[config.mk]
export PLATFORM = sky130hd
export DESIGN_NAME = instr_loader
export DESIGN_NICKNAME = d
export VERILOG_FILES = /design/src/rtl/instr_loader.sv
export SDC_FILE = /design/constraint.sdc
export NUM_CORES = 1
export LEC_CHECK = 0
export CORE_MARGIN = 5
export CORE_UTILIZATION = 48
export DETAILED_ROUTE_END_ITERATION = 10
export PLACE_DENSITY = 0.76
export SYNTH_ARGS = -nofsm -noshare
export SYNTH_HDL_FRONTEND = slang
export SYNTH_SLANG_ARGS = --single-unit
[constraint.sdc]
create_clock -name clock -period 2.2 [get_ports clock]
set_clock_uncertainty 0.2 [all_clocks]
set_input_delay 0.33 -clock clock [delete_from_list [all_inputs] [get_ports clock]]
set_output_delay 0.33 -clock clock [all_outputs]
set_load 0.02 [all_outputs]
[src/rtl/instr_loader.sv]
// instr_loader: writer side of the decoder's instruction RAM.
// Accepts a host byte stream (valid/ready), assembles big-endian 16-bit words
// and writes them sequentially from address 0, holding the CPU while loading.
// Frame: LEN_HI, LEN_LO (N), then N x {WORD_HI, WORD_LO}, then an optional
// check byte. Optional feature macro: INSTR_LOADER_CHECKSUM_EN (adds the
// CHECK state and an 8-bit running sum; the frame must sum to 8'h00).
module instr_loader #(
    parameter int ADDR_WIDTH = 8
) (
    input  logic                  clock,
    input  logic                  reset_n,
    input  logic                  start,
    input  logic [7:0]            rx_data,
    input  logic                  rx_valid,
    output logic                  rx_ready,
    output logic [ADDR_WIDTH-1:0] ram_addr,
    output logic [15:0]           ram_data,
    output logic                  ram_wren,
    output logic                  cpu_hold,
    output logic                  done,
    output logic                  error,
    output logic [ADDR_WIDTH:0]   words_loaded
);

`ifdef INSTR_LOADER_CHECKSUM_EN
    typedef enum logic [3:0] {
        IDLE, LEN_HI, LEN_LO, WORD_HI, WORD_LO, WRITE, CHECK, DONE, ERR
    } state_t;
    // After the last word (or an empty frame) the check byte is still due.
    localparam state_t FINISH = CHECK;
`else
    typedef enum logic [3:0] {
        IDLE, LEN_HI, LEN_LO, WORD_HI, WORD_LO, WRITE, DONE, ERR
    } state_t;
    localparam state_t FINISH = DONE;
`endif

    // Largest legal word count; one bit wider than the 16-bit length field.
    localparam logic [16:0] CAPACITY = 17'd1 << ADDR_WIDTH;

    state_t                state_q, state_d;
    logic [15:0]           len_q, len_d;
    logic [7:0]            word_hi_q, word_hi_d;
    logic [15:0]           data_q, data_d;
    logic [ADDR_WIDTH-1:0] addr_q, addr_d;
    logic [ADDR_WIDTH:0]   cnt_q, cnt_d;
    logic                  rx_ready_q;
    logic                  wren_q;
    logic                  hold_q;
    logic                  done_q;
    logic                  error_q;
`ifdef INSTR_LOADER_CHECKSUM_EN
    logic [7:0]            sum_q, sum_d;
`endif

    logic                  fire;
    logic [16:0]           len_new;
    logic [16:0]           cnt_next;

    assign fire     = rx_valid && rx_ready_q;
    assign len_new  = {1'b0, len_q[15:8], rx_data};
    assign cnt_next = 17'(cnt_q) + 17'd1;

    // Next-state and datapath updates; a byte is consumed only when fire is high.
    always_comb begin
        state_d   = state_q;
        len_d     = len_q;
        word_hi_d = word_hi_q;
        data_d    = data_q;
        addr_d    = addr_q;
        cnt_d     = cnt_q;
        case (state_q)
            IDLE, DONE, ERR: begin
                if (start) begin
                    state_d = LEN_HI;
                    addr_d  = '0;
                    cnt_d   = '0;
                end
            end
            LEN_HI: begin
                if (fire) begin
                    len_d[15:8] = rx_data;
                    state_d     = LEN_LO;
                end
            end
            LEN_LO: begin
                if (fire) begin
                    len_d[7:0] = rx_data;
                    if (len_new > CAPACITY) begin
                        state_d = ERR;
                    end else if (len_new == 17'd0) begin
                        state_d = FINISH;
                    end else begin
                        state_d = WORD_HI;
                    end
                end
            end
            WORD_HI: begin
                if (fire) begin
                    word_hi_d = rx_data;
                    state_d   = WORD_LO;
                end
            end
            WORD_LO: begin
                if (fire) begin
                    data_d  = {word_hi_q, rx_data};
                    state_d = WRITE;
                end
            end
            WRITE: begin
                // addr may roll over to 0 after a full-capacity load; never reused.
                addr_d = addr_q + 1'b1;
                cnt_d  = cnt_q + 1'b1;
                if (cnt_next == {1'b0, len_q}) begin
                    state_d = FINISH;
                end else begin
                    state_d = WORD_HI;
                end
            end
`ifdef INSTR_LOADER_CHECKSUM_EN
            CHECK: begin
                if (fire) begin
                    state_d = (8'(sum_q + rx_data) == 8'h00) ? DONE : ERR;
                end
            end
`endif
            default: state_d = IDLE;
        endcase
    end

`ifdef INSTR_LOADER_CHECKSUM_EN
    // Running sum of every accepted byte, restarted when a new load begins.
    always_comb begin
        sum_d = sum_q;
        if ((state_q == IDLE || state_q == DONE || state_q == ERR) && start) begin
            sum_d = 8'h00;
        end else if (fire) begin
            sum_d = sum_q + rx_data;
        end
    end
`endif

    // State and registered outputs, all derived from the next state.
    always_ff @(posedge clock) begin
        if (!reset_n) begin
            state_q    <= IDLE;
            len_q      <= '0;
            word_hi_q  <= '0;
            data_q     <= '0;
            addr_q     <= '0;
            cnt_q      <= '0;
            rx_ready_q <= 1'b0;
            wren_q     <= 1'b0;
            hold_q     <= 1'b0;
            done_q     <= 1'b0;
            error_q    <= 1'b0;
`ifdef INSTR_LOADER_CHECKSUM_EN
            sum_q      <= '0;
`endif
        end else begin
            state_q    <= state_d;
            len_q      <= len_d;
            word_hi_q  <= word_hi_d;
            data_q     <= data_d;
            addr_q     <= addr_d;
            cnt_q      <= cnt_d;
            rx_ready_q <= (state_d == LEN_HI) || (state_d == LEN_LO) ||
                          (state_d == WORD_HI) || (state_d == WORD_LO)
`ifdef INSTR_LOADER_CHECKSUM_EN
                          || (state_d == CHECK)
`endif
                          ;
            wren_q     <= (state_d == WRITE);
            // A failed load keeps the CPU held so it never runs a partial image.
            hold_q     <= (state_d != IDLE) && (state_d != DONE);
            done_q     <= (state_d == DONE);
            error_q    <= (state_d == ERR);
`ifdef INSTR_LOADER_CHECKSUM_EN
            sum_q      <= sum_d;
`endif
        end
    end

    assign rx_ready     = rx_ready_q;
    assign ram_addr     = addr_q;
    assign ram_data     = data_q;
    assign ram_wren     = wren_q;
    assign cpu_hold     = hold_q;
    assign done         = done_q;
    assign error        = error_q;
    assign words_loaded = cnt_q;

endmodule

# Word level (Yosys, flattened, before mapping)
# Cells that the tools add are included.
dict set report classes {
  reduce_logical 15
  mux 13
  shifts 0
  n_eq_ne 17
  n_addsub 3
  order_cmp 1
  multipliers 0
  n_div 0
  bitwise 0
}
# operator count
set ops {}
lappend ops {{$eq A4 B3 Y1 const B} 8}
lappend ops {{$pmux W4 S6} 1}
lappend ops {{$mux W4} 5}
lappend ops {{$pmux W9 S2} 1}
lappend ops {{$logic_not A17 Y1} 1}
lappend ops {{$eq A10 B16 Y1} 1}
lappend ops {{$eq A4 B2 Y1 const B} 4}
lappend ops {{$gt A16 B9 Y1 const B} 1}
lappend ops {{$pmux W8 S2} 1}
lappend ops {{$add A9 B1 Y10 const B} 1}
lappend ops {{$reduce_and A2 Y1} 5}
lappend ops {{$add A9 B1 Y9 const B} 1}
lappend ops {{$mux W3} 3}
lappend ops {{$mux W9} 1}
lappend ops {{$add A8 B1 Y8 const B} 1}
lappend ops {{$eq A4 B1 Y1 const B} 2}
lappend ops {{$mux W8} 1}
lappend ops {{$logic_not A4 Y1} 1}
lappend ops {{$ne A4 B3 Y1 const B} 1}
lappend ops {{$reduce_bool A4 Y1} 1}
lappend ops {{$logic_or A1 B1 Y1} 3}
lappend ops {{$reduce_or A3 Y1} 1}
lappend ops {{$logic_and A1 B1 Y1} 2}
lappend ops {{$ne A2 B2 Y1 const B} 1}
lappend ops {{$reduce_bool A2 Y1} 1}
dict set report word_totals {
  word_cells 61
  mem_bits_ro 0
  output_inout_bits 38
  mem_bits_rw 0
  ff_bits 66
  latch_bits 0
  mem_count 0
}

# Logic depth before layout (Yosys ltp)
# Gate-level depths: netlist of the first run.
dict set report depth {
  depth_word 9
  mapped_depth 9
  depth_no_buf 7
}

# Worst setup path before layout of the first run
# Ideal clock, no wire load.
dict set report synth_path {
  kind {reg2reg}
  start {reg cnt_q[0], in the netlist words_loaded[0]}
  end {reg wren_q, in the netlist ram_wren}
  synth_period_minus_slack_ns 2.263
  path_buffers 1
  t_required_ns 1.905
  slack_ns -0.063
  path_stages_with_launch 9
  arrival_ns 1.968
  cell_sequence {dfxtp_1 ha_1 buf_2 nand3_1 or3_1 a31oi_1 a22o_1 o21ai_1 a221oi_1}
}
dict set report synth_between {
  elab_chain_len 5
}
# element line_no
set synth_rtl {}
lappend synth_rtl {{from (decl)} 46} ;# logic [ADDR_WIDTH:0] cnt_q, cnt_d;
lappend synth_rtl {{from (signal assigned)} 166} ;# cnt_q <= cnt_d;
lappend synth_rtl {{$add A9 B1 Y10} 62} ;# assign cnt_next = 17'(cnt_q) + 17'd1;
lappend synth_rtl {{$eq A10 B16 Y1} 114} ;# if (cnt_next == {1'b0, len_q}) begin
lappend synth_rtl {{$mux W3} 114}
lappend synth_rtl {{$pmux W4 S6} 72} ;# case (state_q)
lappend synth_rtl {{$eq A4 B3 Y1} 173} ;# wren_q <= (state_d == WRITE);
lappend synth_rtl {{to (signal assigned)} 173}
lappend synth_rtl {{to (decl)} 48} ;# logic wren_q;
# Every way passes these cells.
# A chain may end at the register's enable or synchronous reset.

# Worst setup path in the final report of the first run
dict set report layout_path {
  start {in rx_data[7]}
  end {reg hold_q, in the netlist cpu_hold}
}
dict set report layout_between {
  elab_chain_len 7
  word_cells_on_any_way 9
}
# element line_no
set layout_rtl {}
lappend layout_rtl {{from (decl)} 13} ;# input logic [7:0] rx_data,
lappend layout_rtl {{parallel branches: the longest is 2 deep, another holds $gt A16 B9 Y1} -}
lappend layout_rtl {{$mux W3 (*)} 89} ;# if (len_new > CAPACITY) begin
lappend layout_rtl {{$mux W4 (*)} 87} ;# if (fire) begin
lappend layout_rtl {{$pmux W4 S6 (*)} 72}
lappend layout_rtl {{$ne A4 B3 Y1 / $reduce_bool A4 Y1 (equally long branches)} 175} ;# hold_q <= (state_d != IDLE) && (state_d != DONE);
lappend layout_rtl {{$logic_and A1 B1 Y1 (*)} 175}
lappend layout_rtl {{to (signal assigned)} 175}
lappend layout_rtl {{to (decl)} 49} ;# logic hold_q;
# Mark *: on every way between the ends.

==> results of run 1 <==
==> what timing repair did <==
| action | CTS | global route |
|---|---|---|
| pin swaps | 4 | 11 |
| resized for setup | 9 | 18 |
| cloned | 0 | 1 |
| endpoints found under the setup margin | 4 | 5 |
| buffers inserted | 0 | 5 |
| hold buffers | 0 | 0 |
==> logic make-up after synthesis <==
family / synth area share (%)
fa+ha+maj: 0.811
flops: 42.8
compound gates: 16.9
mux: 6.24
other cells: 0.121
buf+inv: 4.26
xor+xnor: 2.55
simple gates: 26.3
==> cell usage after synthesis, types with 2 or more instances <==
library cell and n:
sky130_fd_sc_hd__and2_1 3, sky130_fd_sc_hd__nand4_1 3, sky130_fd_sc_hd__clkbuf_1 17, sky130_fd_sc_hd__or4_4 2, sky130_fd_sc_hd__o22ai_1 2, sky130_fd_sc_hd__or4_1 3
sky130_fd_sc_hd__mux2i_1 17, sky130_fd_sc_hd__a21oi_1 44, sky130_fd_sc_hd__nand3b_1 4, sky130_fd_sc_hd__inv_1 2, sky130_fd_sc_hd__nor3_1 9, sky130_fd_sc_hd__ha_1 2
sky130_fd_sc_hd__mux2_2 2, sky130_fd_sc_hd__nor2b_1 3, sky130_fd_sc_hd__nor2_1 40, sky130_fd_sc_hd__o21ai_0 14, sky130_fd_sc_hd__a31oi_1 5, sky130_fd_sc_hd__xor2_1 3
sky130_fd_sc_hd__a221oi_1 2, sky130_fd_sc_hd__or3_1 4, sky130_fd_sc_hd__nand2_1 56, sky130_fd_sc_hd__buf_2 9, sky130_fd_sc_hd__and4_1 2, sky130_fd_sc_hd__nand2b_1 3
sky130_fd_sc_hd__nor3b_1 2, sky130_fd_sc_hd__buf_4 2, sky130_fd_sc_hd__nand3_1 22, sky130_fd_sc_hd__a21o_1 3, sky130_fd_sc_hd__and3_1 4, sky130_fd_sc_hd__or2_2 2
sky130_fd_sc_hd__dfxtp_1 66, sky130_fd_sc_hd__xnor2_1 6, sky130_fd_sc_hd__o211a_1 2
==> area by class of cell <==
class	count	area share (%)
clock buffers	9	2.93
clock inverters	7	1.27
inverters	2	0.178
multi-input cells	284	40.4
flip-flops and latches	66	31.6
well taps	77	2.28
repair buffers	98	21.3
==> registers in the layout, summed over array words and instances, names as in the netlist <==
register,flops
cpu_hold,1
done,1
error,1
len_q,16
ram_addr,8
ram_data,16
ram_wren,1
rx_ready,1
state_q,4
word_hi_q,8
words_loaded,9
==> routing by layer <==
layer	share of wire, %	vias up
met5	0	-
met4	2.3	0
met3	6.0	16
met2	47	79
met1	45	1447
li1	-	1495
==> critical path: stages <==
cell                              delay (ns)
sky130_fd_sc_hd__clkdlybuf4s50_1        0.41
sky130_fd_sc_hd__or4_4                  0.56
sky130_fd_sc_hd__or3_1                  0.33
sky130_fd_sc_hd__a31oi_2                0.21
sky130_fd_sc_hd__nor2_2                 0.09
sky130_fd_sc_hd__a21o_1                 0.16
sky130_fd_sc_hd__a31oi_1                0.15
==> power by group through the flow <==
stage | combinational (mW) | clock [mW] | sequential [mW]
4_1_cts | 0.115 | 0.944 | 1.20
3_5_place_dp | 0.114 | 0 | 1.23
5_1_grt | 0.124 | 1.00 | 1.20
3_3_place_gp | 0.113 | 0 | 1.23
6_report | 0.116 | 0.927 | 1.20
2_1_floorplan | 0.0426 | 0 | 1.23
==> cell usage in the layout, fill, tap and decap left out, types with 3 or more instances in the layout <==
master	synthesis	final
sky130_fd_sc_hd__dfxtp_1	66	60
sky130_fd_sc_hd__nand2_1	56	56
sky130_fd_sc_hd__clkdlybuf4s50_1	0	46
sky130_fd_sc_hd__buf_4	2	45
sky130_fd_sc_hd__a21oi_1	44	42
sky130_fd_sc_hd__nor2_1	40	39
sky130_fd_sc_hd__nand3_1	22	20
sky130_fd_sc_hd__mux2i_1	17	17
sky130_fd_sc_hd__o21ai_0	14	13
sky130_fd_sc_hd__nor3_1	9	9
sky130_fd_sc_hd__clkbuf_8	0	9
sky130_fd_sc_hd__xnor2_1	6	6
sky130_fd_sc_hd__and3_1	4	4
sky130_fd_sc_hd__or3_1	4	4
sky130_fd_sc_hd__a31oi_1	5	4
sky130_fd_sc_hd__nand3b_1	4	4
sky130_fd_sc_hd__dfxtp_2	0	4
sky130_fd_sc_hd__nor2b_1	3	3
sky130_fd_sc_hd__and2_1	3	3
sky130_fd_sc_hd__nand4_1	3	3
sky130_fd_sc_hd__a21o_1	3	3
sky130_fd_sc_hd__nand2b_1	3	3
sky130_fd_sc_hd__xor2_1	3	3
sky130_fd_sc_hd__or4_4	2	3
sky130_fd_sc_hd__clkinvlp_4	0	3
==> stage by stage <==
step / total power [mW] / std cells
after floorplan: 1.27 / 380
after global placement: 1.34 / 521
after detailed placement: 1.34 / 521
after CTS: 2.26 / 537
after global routing: 2.33 / 543
final: 2.24 / 543
==> worst max path at each step <==
stage / from / endpoint / slack [ns]
2_1_floorplan: words_loaded[2] / done / 0.03
3_3_place_gp: rx_data[1] / done / -0.38
3_5_place_dp: rx_data[1] / cpu_hold / -0.44
4_1_cts: rx_data[4] / cpu_hold / 0.004
5_1_grt: words_loaded[1] / rx_ready / -0.04
6_report: rx_data[7] / cpu_hold / 0.02
==> results.json, run 1 <==
{
  "timing.critical_path.required_ns": 2.27,
  "critPathMaxFanout": 3,
  "synth-seq-cells": 66,
  "power_switching_share_pct": 25.9,
  "tns_setup_ns": 0,
  "p_leak_nw": 1.64,
  "clk_root_buffer_cell": "sky130_fd_sc_hd__clkbuf_8",
  "reg2reg_setup_slack_ns": 0.02,
  "finalHoldViolations": 0,
  "global_route.usage.met2_pct": 31.3,
  "postLayoutCellArea_um2": 4220,
  "worstReg2RegStart": "words_loaded[5]",
  "synth_top_area_cell": "sky130_fd_sc_hd__dfxtp_1",
  "die_height_um": 90.2,
  "min-delay-start": "rx_data[2]",
  "num_rows": 29,
  "power_per_standard_cell_area_nw_per_um2": 531,
  "grt_first_pass_wirelength_um": 13300,
  "io-pin-count": 50,
  "holdPathEnd": "ram_data[2]",
  "synth_warnings": 0,
  "synth_enable_flop_cells": 0,
  "cts.clk_slew.worst_paths_ns": 0.08,
  "synth_area_per_cell_um2": 8.12,
  "area_grow_syn2layout_pct": 36.8,
  "place_congestion": 0.884,
  "postSynthNetCount": 394,
  "reported_net_switching_power_mw": 0.579,
  "crit_type": "in -> reg",
  "floorplan_core_area_um2": 6310,
  "grtUsageMet1_pct": 25.3,
  "drt_drc_violations_left": 0,
  "fmax_mhz": 458,
  "dominantRegCellSynth": "sky130_fd_sc_hd__dfxtp_1",
  "share_of_synthesized_flip_flops_with_an_asynchronous_set_or_reset_pct": 0,
  "detail-route-antenna-nets": 0,
  "max-cap-violations": 0,
  "floorplan.die_area_um2": 8130,
  "slew_violations": 0,
  "route.vias.total": 3037,
  "track_usage_pct": 19.8,
  "dpl_worst_slack_ns": -0.436,
  "ys_top_cells_by_area": "sky130_fd_sc_hd__dfxtp_1 (43%), sky130_fd_sc_hd__a21oi_1 (7.1%), sky130_fd_sc_hd__nand2_1 (6.8%)",
  "period_needed_ns": 2.18,
  "clockPowerShare_pct": 41.4,
  "route.detailed.wl_per_inst_um": 15.3,
  "tritoncts_clock_tree": "built",
  "power.combinational.fraction_pct": 5.2,
  "first_global_vias": 2761,
  "drtIter0Drc": 220,
  "hold_path.class": "in -> reg",
  "layout.area.seq_um2": 1330,
  "placement.io_buffers": 49,
  "number_of_antenna_diodes": 0,
  "worst-endpoint-arrival_ns": 2.26,
  "whs_path_depth": 4,
  "clock_latency_ns": 0.35,
  "crit_path_start_kind": "input port",
  "die_x_um": 90.2,
  "netlist_area_um2": 3090,
  "grt_max_degree": 42,
  "rr_worst_depth": 6,
  "synth.lib_cells_used.distinct": 53,
  "htreeDepth": 3,
  "rr_endpoint": "rx_ready",
  "outcome": "finished, final reports clean",
  "syn-instance-count": 380,
  "start_util_pct": 48.9,
  "fillCellCount": 540,
  "drt-vias-per-instance": 5.59,
  "grt_setup_unrepaired": "yes",
  "synth_top_area_share_pct": 42.8,
  "report.final.setup_viol": 0,
  "hold_ws_ns": 0.242,
  "drive_gt1_share_pct": 20.0,
  "share_seq_of_total_power_pct": 53.5,
  "post_dp_cell_area_um2": 3890,
  "top_usage_layer": "met2",
  "finish.net_count": 475,
  "power.ir.vdd_worst_mv": 0.621,
  "detailedPlacementHpwl_um": 5850,
  "cts.path.max_buffers": 2,
  "multi_input_area_um2": 1710,
  "cp-end-kind": "flip-flop",
  "clock-sinks": 66,
  "fin_ws_ns": 0.0170,
  "detailedRoute.firstPassIterationCount": 4,
  "postRouteWirelength_um": 8310,
  "ys_seq_area_share_pct": 42.8,
  "globalRouteOverflowTotal": 0,
  "grtUsageMet3_pct": 6.01,
  "cts_buffers": 9,
  "fin_crit_sh_pct": 99.2,
  "antenna_found_initial": 0,
  "final_core_util_pct": 66.9,
  "intPower_mw": 1.66
}
(Power assumes the default switching activity.)
==> run 2: changes to the inputs <==
==> config.mk (replaced) <==
export PLATFORM = sky130hd
export DESIGN_NAME = instr_loader
export DESIGN_NICKNAME = d
export VERILOG_FILES = /design/src/rtl/instr_loader.sv
export SDC_FILE = /design/constraint.sdc
export NUM_CORES = 1
export LEC_CHECK = 0
export CELL_PAD_IN_SITES_DETAIL_PLACEMENT = 0
export CELL_PAD_IN_SITES_GLOBAL_PLACEMENT = 2
export CORE_MARGIN = 2
export CORE_UTILIZATION = 28
export CTS_CLUSTER_SIZE = 20
export DETAILED_ROUTE_END_ITERATION = 10
export PLACE_DENSITY_LB_ADDON = 0.1
export SYNTH_ARGS = -nofsm -noshare
export SYNTH_HDL_FRONTEND = slang
export SYNTH_SLANG_ARGS = --single-unit
==> run 2 against run 1 <==
The run now ends with setup timing left. Flip-flop and latch count unchanged. Largest power group unchanged. Critical path depth unchanged. Cell count increased by 13%. Combinational power increased by 3%. Global-route usage decreased by 3.3 points. Utilization decreased by 27 points. Largest cell class unchanged. Count of clock-buffer cells in the layout unchanged. Register-to-register slack about the same. Highest routed layer unchanged. Die area increased by 46%. Sequential share of layout area decreased by 1.0 points. Critical endpoint is now rx_ready. Routed wire length increased by 14%.
==> results.json, run 2 (synthesized netlist as in run 1, its figures left out) <==
{
  "outcome": "complete, but fails checks",
  "failed_checks": "setup timing",
  "area_grow_syn2layout_pct": 40.7,
  "power.ir.vdd_worst_mv": 0.285,
  "tns_setup_ns": -0.00497,
  "post_dp_cell_area_um2": 4020,
  "drt-vias-per-instance": 4.82,
  "globalRouteOverflowTotal": 0,
  "drtIter0Drc": 129,
  "total_power_mw": 2.38,
  "number_of_antenna_diodes": 0,
  "reg2reg_setup_slack_ns": 0.02,
  "place_congestion": 0.814,
  "numPlacedInstances": 591,
  "crit_type": "in -> reg",
  "cpLargestDelayFamily": "simple AND/OR/NAND/NOR gates",
  "fmax_mhz": 454,
  "timing.critical_path.required_ns": 2.27,
  "top_usage_layer": "met2",
  "cts_buffers": 9,
  "layout_commonest_cell": "sky130_fd_sc_hd__dfxtp_1",
  "antenna_found_initial": 0,
  "grt_setup_unrepaired": "yes",
  "fillCellCount": 1136,
  "detailedPlacementHpwl_um": 6840,
  "track_usage_pct": 16.5,
  "crit_buf_inv": 1,
  "num_rows": 38,
  "power_per_standard_cell_area_nw_per_um2": 547,
  "die_x_um": 109,
  "max-cap-violations": 0,
  "postRouteWirelength_um": 9440,
  "tritoncts_clock_tree": "built",
  "detail-route-antenna-nets": 0,
  "floorplan_core_area_um2": 10800,
  "hold_path.class": "reg -> reg",
  "clk_root_buffer_cell": "sky130_fd_sc_hd__clkbuf_8",
  "grt_max_degree": 27,
  "finish.net_count": 481,
  "cts.path.max_buffers": 2,
  "cell_count_along_the_critical_path": 7,
  "finalHoldViolations": 0,
  "floorplan.die_area_um2": 11900,
  "p_leak_nw": 1.68,
  "io-pin-count": 50,
  "grt_first_pass_wirelength_um": 14900,
  "worst-endpoint-arrival_ns": 2.28,
  "first_global_vias": 2793,
  "fin_ws_ns": -0.00497,
  "die_height_um": 109,
  "grtUsageMet1_pct": 22.3,
  "critPathMaxFanout": 4,
  "detailedRoute.firstPassIterationCount": 4,
  "route.detailed.wl_per_inst_um": 15.4,
  "report.final.setup_viol": 1,
  "crit_path_start_kind": "input port",
  "grtUsageMet3_pct": 2.57,
  "route.vias.total": 2951,
  "cts.clk_slew.worst_paths_ns": 0.08,
  "clock-sinks": 66,
  "cp-end-kind": "flip-flop",
  "start_util_pct": 28.6,
  "clock_latency_ns": 0.35,
  "multi_input_area_um2": 1710,
  "layout.area.seq_um2": 1330,
  "mostFrequentLayoutCells": "sky130_fd_sc_hd__dfxtp_1 (61), sky130_fd_sc_hd__nand2_1 (56), sky130_fd_sc_hd__buf_4 (50), sky130_fd_sc_hd__clkdlybuf4s50_1 (44), sky130_fd_sc_hd__a21oi_1 (42)",
  "placement.io_buffers": 49,
  "period_needed_ns": 2.20,
  "global_route.usage.met2_pct": 26.1,
  "hold_ws_ns": 0.255,
  "htreeDepth": 3,
  "critPathMaxStageDelay_ns": 0.51,
  "timing.critical_path.slowest_stage_cell": "sky130_fd_sc_hd__or4_4",
  "drive_gt1_share_pct": 21.0,
  "postLayoutCellArea_um2": 4340,
  "rr_worst_depth": 6,
  "fin_crit_sh_pct": 100,
  "critical_path.cell_chain": "clkdlybuf4s50_1 > or4_4 > or3_1 > a31oi_4 > nor2_2 > o31ai_4 > mux2i_1",
  "slew_violations": 0,
  "whs_path_depth": 2,
  "final_cells": 612,
  "drt_drc_violations_left": 0
}
## run 2: cell types whose count changed in the layout (fill, tap and decap cells not counted), sizes merged
| cell | delta |
|---|---|
| dlymetal6s2s | -1 |
| dlygate4sd2 | +3 |
| clkinvlp | -1 |
| bufinv | +1 |
| buf | +7 |
| clkdlybuf4s50 | -2 |
| clkbuf | -1 |
## run 2: worst paths after layout
check             start         to
max          rx_data[6]   rx_ready
min           len_q[14]  len_q[14]
max reg2reg   len_q[15]   rx_ready
min reg2reg   len_q[14]  len_q[14]
## run 2: layout make-up
type	instances	area share (%)
multi-input combinational	284	39.3
tap	140	4.03
timing repair buffer	104	21.3
inverter	2	0.173
clock inverter	7	1.76
sequential	66	30.6
clock buffer	9	2.85
## run 2: tightest hold or removal path, cell delays in order, from the launching register on
cell and delay [ns]:
sky130_fd_sc_hd__dfxtp_1 0.31, sky130_fd_sc_hd__nand2_1 0.05, sky130_fd_sc_hd__a21oi_1 0.05
## run 2: power breakdown
part           switching, mW  internal (mW)  leakage (nW)
logic                 0.0683         0.0521          1.05
clock network          0.524          0.531        0.0962
registers            0.00348           1.20         0.535
## run 2: layer usage
metal	share of wire (%)	routed length, um
met1	47	4430
met2	47	4420
met3	4.4	414
met4	1.9	175
met5	0	0
## run 2: per-stage QoR
step                util (%)  setup WS [ns]
global placement        37.2         -0.448
CTS                     39.9       -0.00407
detailed placement      37.2         -0.513
finish                  40.2       -0.00497
global route            40.2        -0.0821
floorplan                  -         0.0288
## run 2: what timing repair did
item | in CTS | in global routing
endpoints found under the setup margin | 7 | 11
buffers inserted | 5 | 0
resized for setup | 23 | 7
pin swaps | 10 | 4
hold buffers | 0 | 0
==> run 3: changes to the inputs <==
--- a/config.mk
+++ b/config.mk
@@ -7,8 +7,8 @@
 export LEC_CHECK = 0
 export CELL_PAD_IN_SITES_DETAIL_PLACEMENT = 0
 export CELL_PAD_IN_SITES_GLOBAL_PLACEMENT = 2
-export CORE_MARGIN = 2
-export CORE_UTILIZATION = 28
+export CORE_UTILIZATION = 33
+export CTS_BUF_LIST = sky130_fd_sc_hd__clkbuf_16
 export CTS_CLUSTER_SIZE = 20
 export DETAILED_ROUTE_END_ITERATION = 10
 export PLACE_DENSITY_LB_ADDON = 0.1
==> constraint.sdc (replaced) <==
create_clock -name clock -period 2.55 [get_ports clock]
set_clock_uncertainty 0.2 [all_clocks]
set_input_delay 0.3825 -clock clock [delete_from_list [all_inputs] [get_ports clock]]
set_output_delay 0.3825 -clock clock [all_outputs]
set_load 0.02 [all_outputs]
==> run 3 against run 2 <==
The run now ends clean. Worst hold slack worse by 0.0033 ns. Combinational power is 22% lower. Cell count is 10% lower. Clock power is 18% higher. Flip-flop and latch count stayed put. Register-to-register slack better by 0.17 ns. Non-clock buffer count is 32 lower. Die area is 18% lower. Largest cell class unchanged.
==> results.json, run 3 (synthesized netlist as in run 1, its figures left out) <==
{
  "report.final.setup_viol": 0,
  "first_global_vias": 2760,
  "whs_path_depth": 2,
  "clk_root_buffer_cell": "sky130_fd_sc_hd__clkbuf_16",
  "die_x_um": 98.7,
  "grtUsageMet3_pct": 3.55,
  "antenna_found_initial": 0,
  "worst-endpoint-arrival_ns": 2.38,
  "cts_buffers": 9,
  "total_power_mw": 2.38,
  "worstReg2RegStart": "words_loaded[0]",
  "dpl_worst_slack_ns": -0.0833,
  "cts.clk_slew.worst_paths_ns": 0.06,
  "fillCellCount": 902,
  "detail-route-antenna-nets": 0,
  "tritoncts_clock_tree": "built",
  "max-cap-violations": 0,
  "floorplan.die_area_um2": 9740,
  "grt_setup_unrepaired": "no",
  "clock-sinks": 66,
  "grtUsageMet1_pct": 24.1,
  "io-pin-count": 50,
  "postCtsHoldBufs": 0,
  "layout_commonest_cell": "sky130_fd_sc_hd__dfxtp_1",
  "top_usage_layer": "met2",
  "fin_ws_ns": 0.191,
  "fmax_mhz": 424,
  "critPathMaxFanout": 7,
  "drt_drc_violations_left": 0,
  "postRouteWirelength_um": 8350,
  "htreeDepth": 3,
  "drtIter0Drc": 132,
  "die_height_um": 98.7,
  "cts.path.max_buffers": 2,
  "detailedPlacementHpwl_um": 5850,
  "worst_slew_margin_pct": 63.8,
  "critical_path.startpoint": "words_loaded[0]",
  "placement.io_buffers": 49,
  "clock_latency_ns": 0.33,
  "global_route.usage.met2_pct": 29.7,
  "power.ir.vdd_worst_mv": 0.299,
  "grt_first_pass_wirelength_um": 13900,
  "area_grow_syn2layout_pct": 32.3,
  "min-delay-start": "len_q[13]",
  "crit_path_start_kind": "flip-flop",
  "rr_endpoint": "ram_wren",
  "crit_type": "reg -> reg",
  "track_usage_pct": 18.2,
  "finalHoldViolations": 0,
  "fin_crit_sh_pct": 92.5,
  "reg2reg_setup_slack_ns": 0.19,
  "finish.net_count": 449,
  "route.detailed.wl_per_inst_um": 15.2,
  "floorplan_core_area_um2": 8890,
  "tns_setup_ns": 0,
  "rr_worst_depth": 7,
  "p_leak_nw": 1.55,
  "postCtsResizedCells": 0,
  "start_util_pct": 34.7,
  "route.vias.total": 2854,
  "mostFrequentLayoutCells": "sky130_fd_sc_hd__dfxtp_1 (66), sky130_fd_sc_hd__nand2_1 (56), sky130_fd_sc_hd__clkdlybuf4s50_1 (49), sky130_fd_sc_hd__a21oi_1 (44), sky130_fd_sc_hd__nor2_1 (40)",
  "number_of_antenna_diodes": 0,
  "globalRouteOverflowTotal": 0,
  "cts_setup_buffers": 0,
  "power_per_standard_cell_area_nw_per_um2": 582,
  "period_needed_ns": 2.36,
  "worst_pin_slew_ns": 0.543,
  "num_rows": 34,
  "drive_gt1_share_pct": 11.4,
  "outcome": "finished, final reports clean",
  "drt-vias-per-instance": 5.21,
  "timing.critical_path.required_ns": 2.58,
  "slew_violations": 0,
  "grt_max_degree": 37,
  "place_congestion": 0.752,
  "hold_path.class": "reg -> reg",
  "detailedRoute.firstPassIterationCount": 5,
  "holdPathEnd": "len_q[13]",
  "cp-end-kind": "flip-flop"
}
==> run 3: cell count changes in the layout (fill, tap and decap cells not counted), moves of 2 or more <==
cell / before / now
sky130_fd_sc_hd__a21oi_1: 42 / 44
sky130_fd_sc_hd__a21oi_2: 2 / 0
sky130_fd_sc_hd__buf_4: 50 / 22
sky130_fd_sc_hd__buf_6: 4 / 0
sky130_fd_sc_hd__clkbuf_16: 0 / 9
sky130_fd_sc_hd__clkbuf_8: 9 / 0
sky130_fd_sc_hd__clkdlybuf4s50_1: 44 / 49
sky130_fd_sc_hd__dfxtp_1: 61 / 66
sky130_fd_sc_hd__dfxtp_2: 5 / 0
sky130_fd_sc_hd__dlygate4sd2_1: 5 / 0
==> run 3: critical path: stages (launching register included) <==
cell                       delay [ns]
sky130_fd_sc_hd__dfxtp_1         0.33
sky130_fd_sc_hd__ha_1            0.28
sky130_fd_sc_hd__nand3_1         0.24
sky130_fd_sc_hd__nor3_1          0.24
sky130_fd_sc_hd__nor4bb_2        0.09
sky130_fd_sc_hd__o31ai_2         0.40
sky130_fd_sc_hd__o21ai_1         0.15
sky130_fd_sc_hd__a221oi_1        0.32
==> run 3: worst max path at each step <==
stage | endpoint | slack, ns | depth (start not counted)
floorplan | ram_wren | 0.29 | 8
global placement | done | -0.07 | 7
detailed placement | cpu_hold | -0.08 | 7
CTS | done | 0.17 | 7
global route | ram_wren | 0.04 | 7
finish | ram_wren | 0.19 | 7
==> run 3: per-layer routing <==
layer | share of wire [%] | wire, um
met1 | 47 | 3930
met2 | 49 | 4080
met4 | 1.1 | 95
met5 | 0 | 0
met3 | 3.0 | 247
==> run 3: cell type report <==
cell class | instances | area, um^2 | share of cell area (%)
clock buffers | 9 | 225 | 5.52
clock inverters | 7 | 77.6 | 1.90
inverters | 2 | 7.51 | 0.184
multi-input cells | 284 | 1640 | 40.2
flip-flops and latches | 66 | 1320 | 32.4
well taps | 108 | 135 | 3.31
repair buffers | 72 | 676 | 16.5
==> run 3: power breakdown <==
group | total (mW) | switching (mW) | internal (mW)
clock | 1.24 | 0.480 | 0.764
sequential | 1.04 | 0.00463 | 1.03
combinational | 0.0942 | 0.0532 | 0.0410
==> run 3: metrics by stage <==
step                      area [um^2]  utilization [%]  hold slack (ns)  cells
after detailed placement         3770             42.4            0.247    532
after global routing             4080             45.9            0.270    548
after floorplan                  3090                -            0.231    380
after global placement           3770             42.4            0.237    532
after CTS                        4080             45.8            0.254    548
final                            4080             45.9            0.251    548
